===== src/rtl/interrupt_spr_unit_pkg.sv =====
// Shared constants for the interrupt/SPR unit: SPR addresses, cause bit
// positions and the split between maskable and non-maskable causes.
package interrupt_spr_unit_pkg;

  localparam int CA_W = 23;

  localparam logic [2:0] SPR_SR    = 3'd0;
  localparam logic [2:0] SPR_ESR   = 3'd1;
  localparam logic [2:0] SPR_ECA   = 3'd2;
  localparam logic [2:0] SPR_EPC   = 3'd3;
  localparam logic [2:0] SPR_EDATA = 3'd4;
  localparam logic [2:0] SPR_MODE  = 3'd5;

  localparam int CA_OVF       = 0;
  localparam int CA_SYSC      = 1;
  localparam int CA_MAL_LS    = 3;
  localparam int CA_ILLEGAL   = 4;
  localparam int CA_MAL_FETCH = 6;
  localparam int CA_EXT_LO    = 7;
  localparam int CA_EXT_HI    = 22;

  // Bits gated by SR; the remaining live causes always pass, 2 and 5 are reserved.
  localparam logic [CA_W-1:0] CA_MASKABLE = 23'h7FFF81;
  localparam logic [CA_W-1:0] CA_NONMASK  = 23'h00005A;

endpackage


===== src/rtl/interrupt_priority.sv =====
// Combinational cause masking, priority selection and repeat classification.
import interrupt_spr_unit_pkg::*;

module interrupt_priority (
  input  logic [CA_W-1:0] i_ca,
  input  logic [CA_W-1:0] i_sr_mask,
  output logic [CA_W-1:0] o_mca,
  output logic            o_jisr,
  output logic [31:0]     o_il,
  output logic            o_rpt
);

  logic [CA_W-1:0] w_mca;
  logic [31:0]     w_il;

  assign w_mca = (i_ca & CA_MASKABLE & i_sr_mask) | (i_ca & CA_NONMASK);

  // Scan downward so the lowest set index wins.
  always_comb begin
    w_il = 32'd0;
    for (int k = CA_W - 1; k >= 0; k--) begin
      if (w_mca[k]) w_il = 32'd1 << k;
    end
  end

  assign o_mca  = w_mca;
  assign o_jisr = |w_mca;
  assign o_il   = w_il;
  assign o_rpt  = (|w_il[15:1]) | w_il[17] | w_il[20];

endmodule


===== src/rtl/interrupt_spr_unit.sv =====
// Interrupt unit: cause masking/priority plus the SR/ESR/ECA/EPC/EDATA/MODE
// special-purpose register file, with interrupt entry overriding SPR writes.
import interrupt_spr_unit_pkg::*;

module interrupt_spr_unit (
  input  logic            clk,
  input  logic            rst,
  input  logic [CA_W-1:0] ca,
  input  logic [31:0]     pc,
  input  logic [31:0]     next_pc,
  input  logic [31:0]     ea,
  input  logic [31:0]     data_in,
  input  logic [2:0]      reg_sel,
  input  logic            sprw,
  output logic [CA_W-1:0] mca,
  output logic            jisr,
  output logic [31:0]     il,
  output logic            rpt,
  output logic [31:0]     spr_out,
  output logic [31:0]     sr,
  output logic [31:0]     mode
);

  logic [31:0] r_sr, r_esr, r_eca, r_epc, r_edata;
  logic        r_mode;

  logic [CA_W-1:0] w_mca;
  logic            w_jisr;
  logic [31:0]     w_il;
  logic            w_rpt;

  interrupt_priority u_priority (
    .i_ca      (ca),
    .i_sr_mask (r_sr[CA_W-1:0]),
    .o_mca     (w_mca),
    .o_jisr    (w_jisr),
    .o_il      (w_il),
    .o_rpt     (w_rpt)
  );

  // Interrupt entry takes precedence; a coincident SPR write is dropped.
  always_ff @(posedge clk or negedge rst) begin
    if (!rst) begin
      r_sr    <= 32'd0;
      r_esr   <= 32'd0;
      r_eca   <= 32'd0;
      r_epc   <= 32'd0;
      r_edata <= 32'd0;
      r_mode  <= 1'b0;
    end else if (w_jisr) begin
      r_esr   <= r_sr;
      r_sr    <= 32'd0;
      r_eca   <= {{(32-CA_W){1'b0}}, w_mca};
      r_epc   <= w_rpt ? pc : next_pc;
      r_edata <= ea;
      r_mode  <= 1'b0;
    end else if (sprw) begin
      case (reg_sel)
        SPR_SR:    r_sr    <= data_in;
        SPR_ESR:   r_esr   <= data_in;
        SPR_ECA:   r_eca   <= data_in;
        SPR_EPC:   r_epc   <= data_in;
        SPR_EDATA: r_edata <= data_in;
        SPR_MODE:  r_mode  <= data_in[0];
        default:   ;
      endcase
    end
  end

  always_comb begin
    spr_out = 32'd0;
    case (reg_sel)
      SPR_SR:    spr_out = r_sr;
      SPR_ESR:   spr_out = r_esr;
      SPR_ECA:   spr_out = r_eca;
      SPR_EPC:   spr_out = r_epc;
      SPR_EDATA: spr_out = r_edata;
      SPR_MODE:  spr_out = {31'd0, r_mode};
      default:   spr_out = 32'd0;
    endcase
  end

  assign mca  = w_mca;
  assign jisr = w_jisr;
  assign il   = w_il;
  assign rpt  = w_rpt;
  assign sr   = r_sr;
  assign mode = {31'd0, r_mode};

endmodule


===== config.mk =====
export PLATFORM = sky130hd
export DESIGN_NAME = interrupt_spr_unit
export DESIGN_NICKNAME = d
export VERILOG_FILES = /design/src/rtl/interrupt_spr_unit_pkg.sv /design/src/rtl/interrupt_priority.sv /design/src/rtl/interrupt_spr_unit.sv
export SDC_FILE = /design/constraint.sdc
export NUM_CORES = 1
export LEC_CHECK = 0
export CAP_MARGIN = 20
export CORE_ASPECT_RATIO = 0.8
export CORE_UTILIZATION = 45
export DETAILED_ROUTE_END_ITERATION = 7
export HOLD_SLACK_MARGIN = 0.05
export PLACE_DENSITY = 0.87
export RECOVER_POWER = 100
export SLEW_MARGIN = 20
export SYNTH_ARGS = -nofsm -noshare
export SYNTH_HDL_FRONTEND = slang
export SYNTH_SLANG_ARGS = --single-unit

===== constraint.sdc =====
create_clock -name clk -period 3.85 [get_ports clk]
set_input_delay 0.5775 -clock clk [delete_from_list [all_inputs] [get_ports clk]]
set_output_delay 0.5775 -clock clk [all_outputs]
set_load 0.02 [all_outputs]

==> flow_summary.toml, run 1 <==
[run_status]
status = "finished with violations"
violations = "max-capacitance violations, max-slew violations"

[timing]
tns_ns = 0
finalCritPeriodShare = 0.965
final-setup-viol-count = 0
hold_viol = 0
rsz0062_at_grt = "false"
max_slew_margin = -0.345
worst_slew_pin_slew_ns = 2.02
final-max-slew-violation-count = 151
layout_min_cycle_time_ns = 3.72
fmax_ghz = 0.269
fin_skew_ns = 0.0142

[detailed_routing]
final_antenna_net_count = 0
wire_per_inst_um = 21.2
dr.pass1.iters = 8
viasPerCell = 5.81
dr_total_vias = 9092
finalWirelength_um = 33200
drc = 0
drt_iter0_markers = 766

[hold_path]
hp-class = "register to register"

[place]
hpwl_um = 22100
place_inst = 1531
place_congestion = 0.858
port_buffers = 263

[yosys]
synth_ff_type = "dfrtp_1"
synth_seq_area_share = 0.427
synth-edff-count = 0
yosysUniqueCellTypes = 40
synthArstFlopShare = 1.00
ys_ff_latch = 161
yosysTopAreaCell = "dfrtp_1"
postSynthAreaPerCell_um2 = 8.83
syn_area_um2 = 9430
synthTopCellsByCount = "nand2_1 (276), dfrtp_1 (161), mux2i_1 (118)"
netlist_top_cells_area = "dfrtp_1 (43%), mux2i_1 (13%), nand2_1 (11%)"
synth_top_area_share = 0.427
yosysWarningCount = 0
synthCells = 1068
synth.most_common_cell = "nand2_1"

[power]
power.share.clock = 0.400
cellLeakagePower_nw = 5.35
p_total_mw = 4.08
ir_drop_uv = 289
power_frac_comb = 0.163
p_switching_mw = 1.13
p_per_area_nw_per_um2 = 327
p_int_mw = 2.95
swShare = 0.277
p_seq_frac = 0.437

[floorplan]
row_count = 46
io_pins = 310
dieWidth_um = 164
dieArea_um2 = 21500
start_util = 0.467
coreArea_um2 = 20200
die_y_um = 131

[grt]
antenna_found_initial = 1
grt_start_max_net_pins = 192
grt_pass1_wl_um = 50400
grt.total_usage = 0.307
overflow = 0
grt_pass1_vias = 8925

[cells_and_area]
final.fill_count = 1729
layout-drive-gt1-share = 0.0662
fin_util = 0.618
syn_to_final_growth_pct = 32.4
finalNetCount = 1444
final_cells = 1565

[critical_path]
crit_family = "buffers and inverters"
path_cells = "dlygate4sd3_1 > nor4_2 > and3_1 > buf_12 > and4_1 > clkinvlp_2 > clkdlybuf4s50_1"
critPathLaunchType = "primary input"
critPathBufInv = 4
cp_max_fo = 8
critPathKind = "primary input to output pin"
crit_arrival_ns = 3.14
critPathSlowestCell = "dlygate4sd3_1"
slowest_delay_ns = 0.64
worstSetupEndpointType = "output pin"
r2r_setup_slack_ns = 0.64
critPathRequiredTime_ns = 3.27

[clock_network]
clk_latency_ns = 0.44
cts.clk_slew.worst_paths_ns = 0.06
cts_root_buffer = "clkbuf_16"
htreeDepth = 4
clk_path_buf_depth = 2
ctsResizeCount = 0
cts_tree = "done"
cts_hold_buffers = 1
numCtsBuffers = 17
post_cts_buffers = 0
cts.sinks = 161

[job]
cap_violations = 2
-- worst register-to-register path, stage by stage, from the launching register on --
cell and delay (ns):
dfrtp_1 0.47, a222oi_1 0.58, nand3_1 0.23, o31ai_1 0.62, clkbuf_2 0.84, nand2_1 0.20
a32oi_1 0.20
-- layout make-up --
type	count	area, um^2	share of cell area
Antenna cell	1	2.50	0.000200
Clock inverter	12	108	0.00862
Sequential cell	161	4030	0.323
Multi-Input combinational cell	797	4620	0.370
Timing Repair Buffer	289	2870	0.230
Clock buffer	20	447	0.0358
Tap cell	264	330	0.0265
Inverter	21	80.1	0.00641
-- per-stage QoR --
step,hold slack (ns),setup slack [ns],instance area [um^2]
after global routing,0.558,0.0609,12500
final,0.536,0.134,12500
after CTS,0.535,0.237,12700
after floorplan,0.282,1.22,9590
after detailed placement,0.404,0.262,12100
after global placement,0.406,0.310,12100
-- placed cells by master (no fill, tap or decap), types with 6 or more instances in the layout --
cell type / Yosys / final
nand2_1: 276 / 275
dfrtp_1: 161 / 161
clkdlybuf4s50_1: 0 / 158
mux2i_1: 118 / 118
dlygate4sd3_1: 0 / 102
a21oi_1: 58 / 87
o21ai_0: 42 / 82
conb_1: 1 / 44
a32oi_1: 32 / 32
a22oi_1: 30 / 30
nor2_1: 30 / 28
o22ai_1: 26 / 26
inv_1: 19 / 19
clkbuf_16: 0 / 17
mux2_2: 12 / 12
buf_4: 53 / 12
nor3_1: 7 / 7
nand3_1: 7 / 6
nor2b_1: 6 / 6
buf_12: 0 / 6
-- registers in the layout, summed over array words and instances (netlist names) --
register	count
r_mode	1
r_esr	32
r_epc	32
r_edata	32
sr	32
r_eca	32
-- final timing paths --
check                                 end  cells past startpoint       from
worst max-delay path                 jisr                      7      ca[1]
worst min-delay path            r_eca[24]                      2  r_eca[24]
worst max register to register   r_epc[9]                      6     sr[12]
worst min register to register  r_eca[24]                      2  r_eca[24]
max in group asynchronous       r_epc[31]                      3        rst
min in group asynchronous        r_epc[9]                      2        rst
-- cells by family after synthesis --
family,synth area share
buffers and inverters,0.0898
and+or+nand+nor,0.148
AOI/OAI and AO/OA,0.190
muxes,0.144
DFF,0.427
other,0.000398
-- layer usage --
| metal | vias up | wire [um] | global-route usage |
|---|---|---|---|
| met5 | - | 0 | 0 |
| met1 | 4433 | 14000 | 0.413 |
| met3 | 71 | 2870 | 0.0603 |
| met4 | 0 | 842 | 0.111 |
| met2 | 510 | 15500 | 0.490 |
| li1 | 4078 | - | - |
-- power by group through the flow --
stage                     Sequential (mW)  Combinational [mW]  Clock [mW]
after CTS                            1.78               0.685        1.64
final                                1.78               0.667        1.63
after global placement               1.81               0.669           0
after floorplan                      1.80               0.358           0
after global routing                 1.79               0.715        1.72
after detailed placement             1.81               0.680           0
Note: power is estimated with default switching activity, not from simulation.
==> inputs of run 2 (changes only) <==
CORE_ASPECT_RATIO = unset   (was 0.8)
==> run 2 against run 1 <==
  * The flow still finishes with violations (max-capacitance violations, max-slew violations)
  * Maximum frequency is 0.58% lower
  * Design area is 0.52% higher
  * Final cell count is 0.45% higher
  * Clock skew hardly changed
  * Sequential share of layout area is 0.17 points lower
  * Critical path type unchanged
  * Largest power group unchanged
==> flow_summary.toml, run 2 (synthesis gave the netlist of run 1 again) <==
[critical_path]
slowest_delay_ns = 0.55
critPathRequiredTime_ns = 3.27
r2r_setup_slack_ns = 0.72
critPathLaunchType = "primary input"
critPathKind = "primary input to output pin"
reg2regPathDepth = 8
reg2reg_to = "r_edata[18]"
crit_arrival_ns = 3.16
critPathMostFrequentCell = "clkdlybuf4s50_1"
worstSetupEndpointType = "output pin"
r2r-start = "sr[8]"
critPathSlowestCell = "clkdlybuf4s50_1"
path_cells = "clkdlybuf4s50_1 > nor4_2 > and3_2 > buf_4 > and4_1 > inv_6 > clkdlybuf4s50_1"
cp_max_fo = 6

[detailed_routing]
dr.pass1.iters = 5
finalWirelength_um = 33100
wire_per_inst_um = 21.1
drt_iter0_markers = 641
drc = 0
viasPerCell = 5.81
dr_total_vias = 9137
final_antenna_net_count = 0

[timing]
fmax_ghz = 0.268
final-max-slew-violation-count = 98
max_slew_margin = -0.657
worst_slew_pin_slew_ns = 2.49
setup_slack_ns = 0.113
rsz0062_at_grt = "false"
layout_min_cycle_time_ns = 3.74
holdWs_ns = 0.524
finalCritPeriodShare = 0.971
final-setup-viol-count = 0
fin_skew_ns = 0.0138
tns_ns = 0
hold_viol = 0

[place]
post_dp_cell_area_um2 = 12100
port_buffers = 263
dpl_worst_slack_ns = 0.0482
hpwl_um = 22200
place_inst = 1540
place_congestion = 0.856

[floorplan]
coreArea_um2 = 20400
die_y_um = 147
start_util = 0.463
row_count = 52
io_pins = 310
dieWidth_um = 147
dieArea_um2 = 21500

[hold_path]
min-delay-start = "r_eca[27]"
hp-class = "register to register"
min_path_cells = 2
whs_endpoint = "r_eca[27]"

[grt]
grt_pass1_vias = 9364
antenna_found_initial = 0
grt_start_max_net_pins = 192
overflow = 0
grt.total_usage = 0.311
grt_pass1_wl_um = 51300

[clock_network]
cts_tree = "done"
cts.clk_slew.worst_paths_ns = 0.06
cts_hold_buffers = 0
htreeDepth = 4
cts.sinks = 161
numCtsBuffers = 17
post_cts_buffers = 0
cts_root_buffer = "clkbuf_16"
clk_latency_ns = 0.43
clk_path_buf_depth = 2

[cells_and_area]
final.fill_count = 1715
multiInputGateArea_um2 = 4650
syn_to_final_growth_pct = 33.1
layout-drive-gt1-share = 0.0753
final_common_cell = "nand2_1"
antenna_cells = 0
final_cells = 1572
seqCellArea_um2 = 4030
finalNetCount = 1446
final_cell_area_um2 = 12500
final_cell_mix = "nand2_1 (276), dfrtp_1 (161), clkdlybuf4s50_1 (156), mux2i_1 (118), dlygate4sd3_1 (103)"
fin_util = 0.616

[job]
cap_violations = 1

[power]
ir_drop_uv = 229
cellLeakagePower_nw = 5.38
p_total_mw = 4.16
p_per_area_nw_per_um2 = 331

[run_status]
violations = "max-capacitance violations, max-slew violations"
status = "finished with violations"
[run 2: per-layer routing]
layer,track usage,vias to the layer above,part of all wire
li1,-,4079,-
met4,0.158,0,0.037
met2,0.506,489,0.48
met5,0,-,0
met1,0.388,4482,0.40
met3,0.0696,87,0.082
[run 2: what timing repair did]
action,CTS,global route
endpoints found under the hold margin,0,0
endpoints found under the setup margin,0,6
gates resized for setup,0,1
[run 2: layout make-up]
type	count	share of cell area
inverter	21	0.00668
timing repair buffer	291	0.228
tap	270	0.0269
sequential	161	0.321
clock buffer	22	0.0394
clock inverter	10	0.00798
multi-input combinational	797	0.370
[run 2: how the worst max path moves through the flow]
stage	cells after the start	slack [ns]	endpoint	start
finish	7	0.11	jisr	ca[3]
global placement	7	0.12	jisr	ca[3]
detailed placement	7	0.05	il[20]	ca[3]
CTS	7	0.03	il[20]	ca[3]
global route	7	0.05	il[22]	ca[3]
floorplan	5	1.22	spr_out[0]	reg_sel[2]
[run 2: critical path, delay by kind of cell]
kind	cells	cell delay, ns
buf+inv	4	1.30
simple gates	3	1.27
[run 2: where the power goes]
part / internal [mW] / leakage [nW] / switching, mW
logic: 0.293 / 3.00 / 0.375
registers: 1.75 / 2.09 / 0.0357
clock network: 0.981 / 0.281 / 0.722
==> inputs of run 3 (changes only) <==
CORE_UTILIZATION = 51   (was 45)
PLACE_DENSITY = 0.95   (was 0.87)
==> run 3 against run 2 <==
  * The flow still finishes with violations (max-capacitance violations, max-slew violations)
  * Maximum frequency decreased by 1.1%
  * Sequential share of layout area about the same
  * Wire length decreased by 2.7%
  * Final cell count is 2.9% lower
  * Non-clock buffer count down 4
  * Global-route usage is 2.9 points higher
  * Critical path type unchanged
  * Largest cell class unchanged
==> flow_summary.toml, run 3 (synthesis gave the netlist of run 1 again) <==
[cells_and_area]
layout-drive-gt1-share = 0.0709
multiInputGateArea_um2 = 4660
final_cell_mix = "nand2_1 (275), dfrtp_1 (161), clkdlybuf4s50_1 (155), mux2i_1 (118), dlygate4sd3_1 (104)"
final.fill_count = 1362
fin_util = 0.696
antenna_cells = 0
final_cell_area_um2 = 12500
final_common_cell = "nand2_1"
finalNetCount = 1442
syn_to_final_growth_pct = 33.1
seqCellArea_um2 = 4030

[clock_network]
clk_path_buf_depth = 2
htreeDepth = 4
cts_hold_buffers = 0
cts.sinks = 161
cts.clk_slew.worst_paths_ns = 0.06
numCtsBuffers = 17
cts_root_buffer = "clkbuf_16"
cts_tree = "done"
clk_latency_ns = 0.42

[detailed_routing]
drt_iter0_markers = 684
wire_per_inst_um = 21.1
final_antenna_net_count = 0
drc = 0
finalWirelength_um = 32200
dr_total_vias = 9182
dr.pass1.iters = 5
viasPerCell = 6.01

[power]
p_total_mw = 4.34
ir_drop_uv = 272
cellLeakagePower_nw = 5.40
p_per_area_nw_per_um2 = 346

[critical_path]
reg2regPathDepth = 7
cp_max_fo = 7
critPathLaunchType = "primary input"
crit_arrival_ns = 3.20
reg2reg_to = "r_epc[22]"
r2r-start = "sr[8]"
critPathRequiredTime_ns = 3.27
critPathKind = "primary input to output pin"
r2r_setup_slack_ns = 0.54
worstSetupEndpointType = "output pin"

[grt]
overflow = 0
met3_usage = 0.0738
use_met1 = 0.418
grt.busiest_layer = "met2"
grt_pass1_vias = 8900
antenna_found_initial = 0
grt_pass1_wl_um = 47900
grt_start_max_net_pins = 192
grtUsageMet2 = 0.567
grt.total_usage = 0.340

[floorplan]
row_count = 49
dieWidth_um = 138
dieArea_um2 = 19000
die_y_um = 138
start_util = 0.523
coreArea_um2 = 18000
io_pins = 310

[timing]
fin_skew_ns = 0.0106
final-setup-viol-count = 0
finalCritPeriodShare = 0.981
max_slew_margin = -0.596
final-max-slew-violation-count = 148
setup_slack_ns = 0.0717
layout_min_cycle_time_ns = 3.78
fmax_ghz = 0.265
worst_slew_pin_slew_ns = 2.39
hold_viol = 0
holdWs_ns = 0.527
rsz0062_at_grt = "false"

[run_status]
violations = "max-capacitance violations, max-slew violations"
status = "finished with violations"

[job]
cap_violations = 2

[place]
port_buffers = 263
place_congestion = 0.857
hpwl_um = 21300
dpl_worst_slack_ns = -0.0474
post_dp_cell_area_um2 = 12000

[hold_path]
min-delay-start = "r_eca[27]"
min_path_cells = 2
whs_endpoint = "r_eca[27]"
hp-class = "register to register"
## run 3: where the power goes
| part | switching [mW] | internal (mW) | total, mW | leakage, nW |
|---|---|---|---|---|
| logic | 0.372 | 0.294 | 0.666 | 2.98 |
| clock network | 0.682 | 1.20 | 1.89 | 0.321 |
| registers | 0.0345 | 1.75 | 1.78 | 2.09 |
## run 3: metrics by stage
step,TNS [ns],std cells
5_1_grt,0,1527
2_1_floorplan,0,1111
3_5_place_dp,-0.0474,1495
3_3_place_gp,0,1495
6_report,0,1527
4_1_cts,0,1527
## run 3: worst max-delay path, stage by stage
cell             delay [ns]
clkdlybuf4s50_1        0.52
nor4_4                 0.40
buf_4                  0.20
and3_2                 0.36
and4_1                 0.43
inv_6                  0.04
dlygate4sd3_1          0.67
## run 3: area by class of cell
cell class / instances / area share
Sequential cell: 161 / 0.321
Timing Repair Buffer: 287 / 0.226
Multi-Input combinational cell: 797 / 0.371
Inverter: 21 / 0.00668
Clock buffer: 23 / 0.0381
Tap cell: 229 / 0.0228
Clock inverter: 9 / 0.0142
## run 3: what timing repair did
item                                    CTS  global route
resized for setup                         1             1
setup buffers                             0             0
endpoints found under the setup margin    1             1
pin swaps                                 0             0
## run 3: worst max path at each step
| stage | startpoint | end | slack [ns] | cells past startpoint |
|---|---|---|---|---|
| finish | ca[6] | jisr | 0.07 | 7 |
| floorplan | reg_sel[2] | spr_out[0] | 1.22 | 5 |
| global route | reg_sel[1] | spr_out[6] | 0.03 | 6 |
| CTS | ca[6] | il[16] | 0.09 | 7 |
| global placement | ca[6] | jisr | 0.01 | 7 |
| detailed placement | ca[6] | il[16] | -0.05 | 7 |
## run 3: metal layers
layer / wire length (um) / vias to the layer above / part of all wire
met3: 3170 / 82 / 0.098
met1: 12100 / 4448 / 0.37
met5: 0 / - / 0
met4: 1180 / 0 / 0.037
met2: 15800 / 578 / 0.49
li1: - / 4074 / -
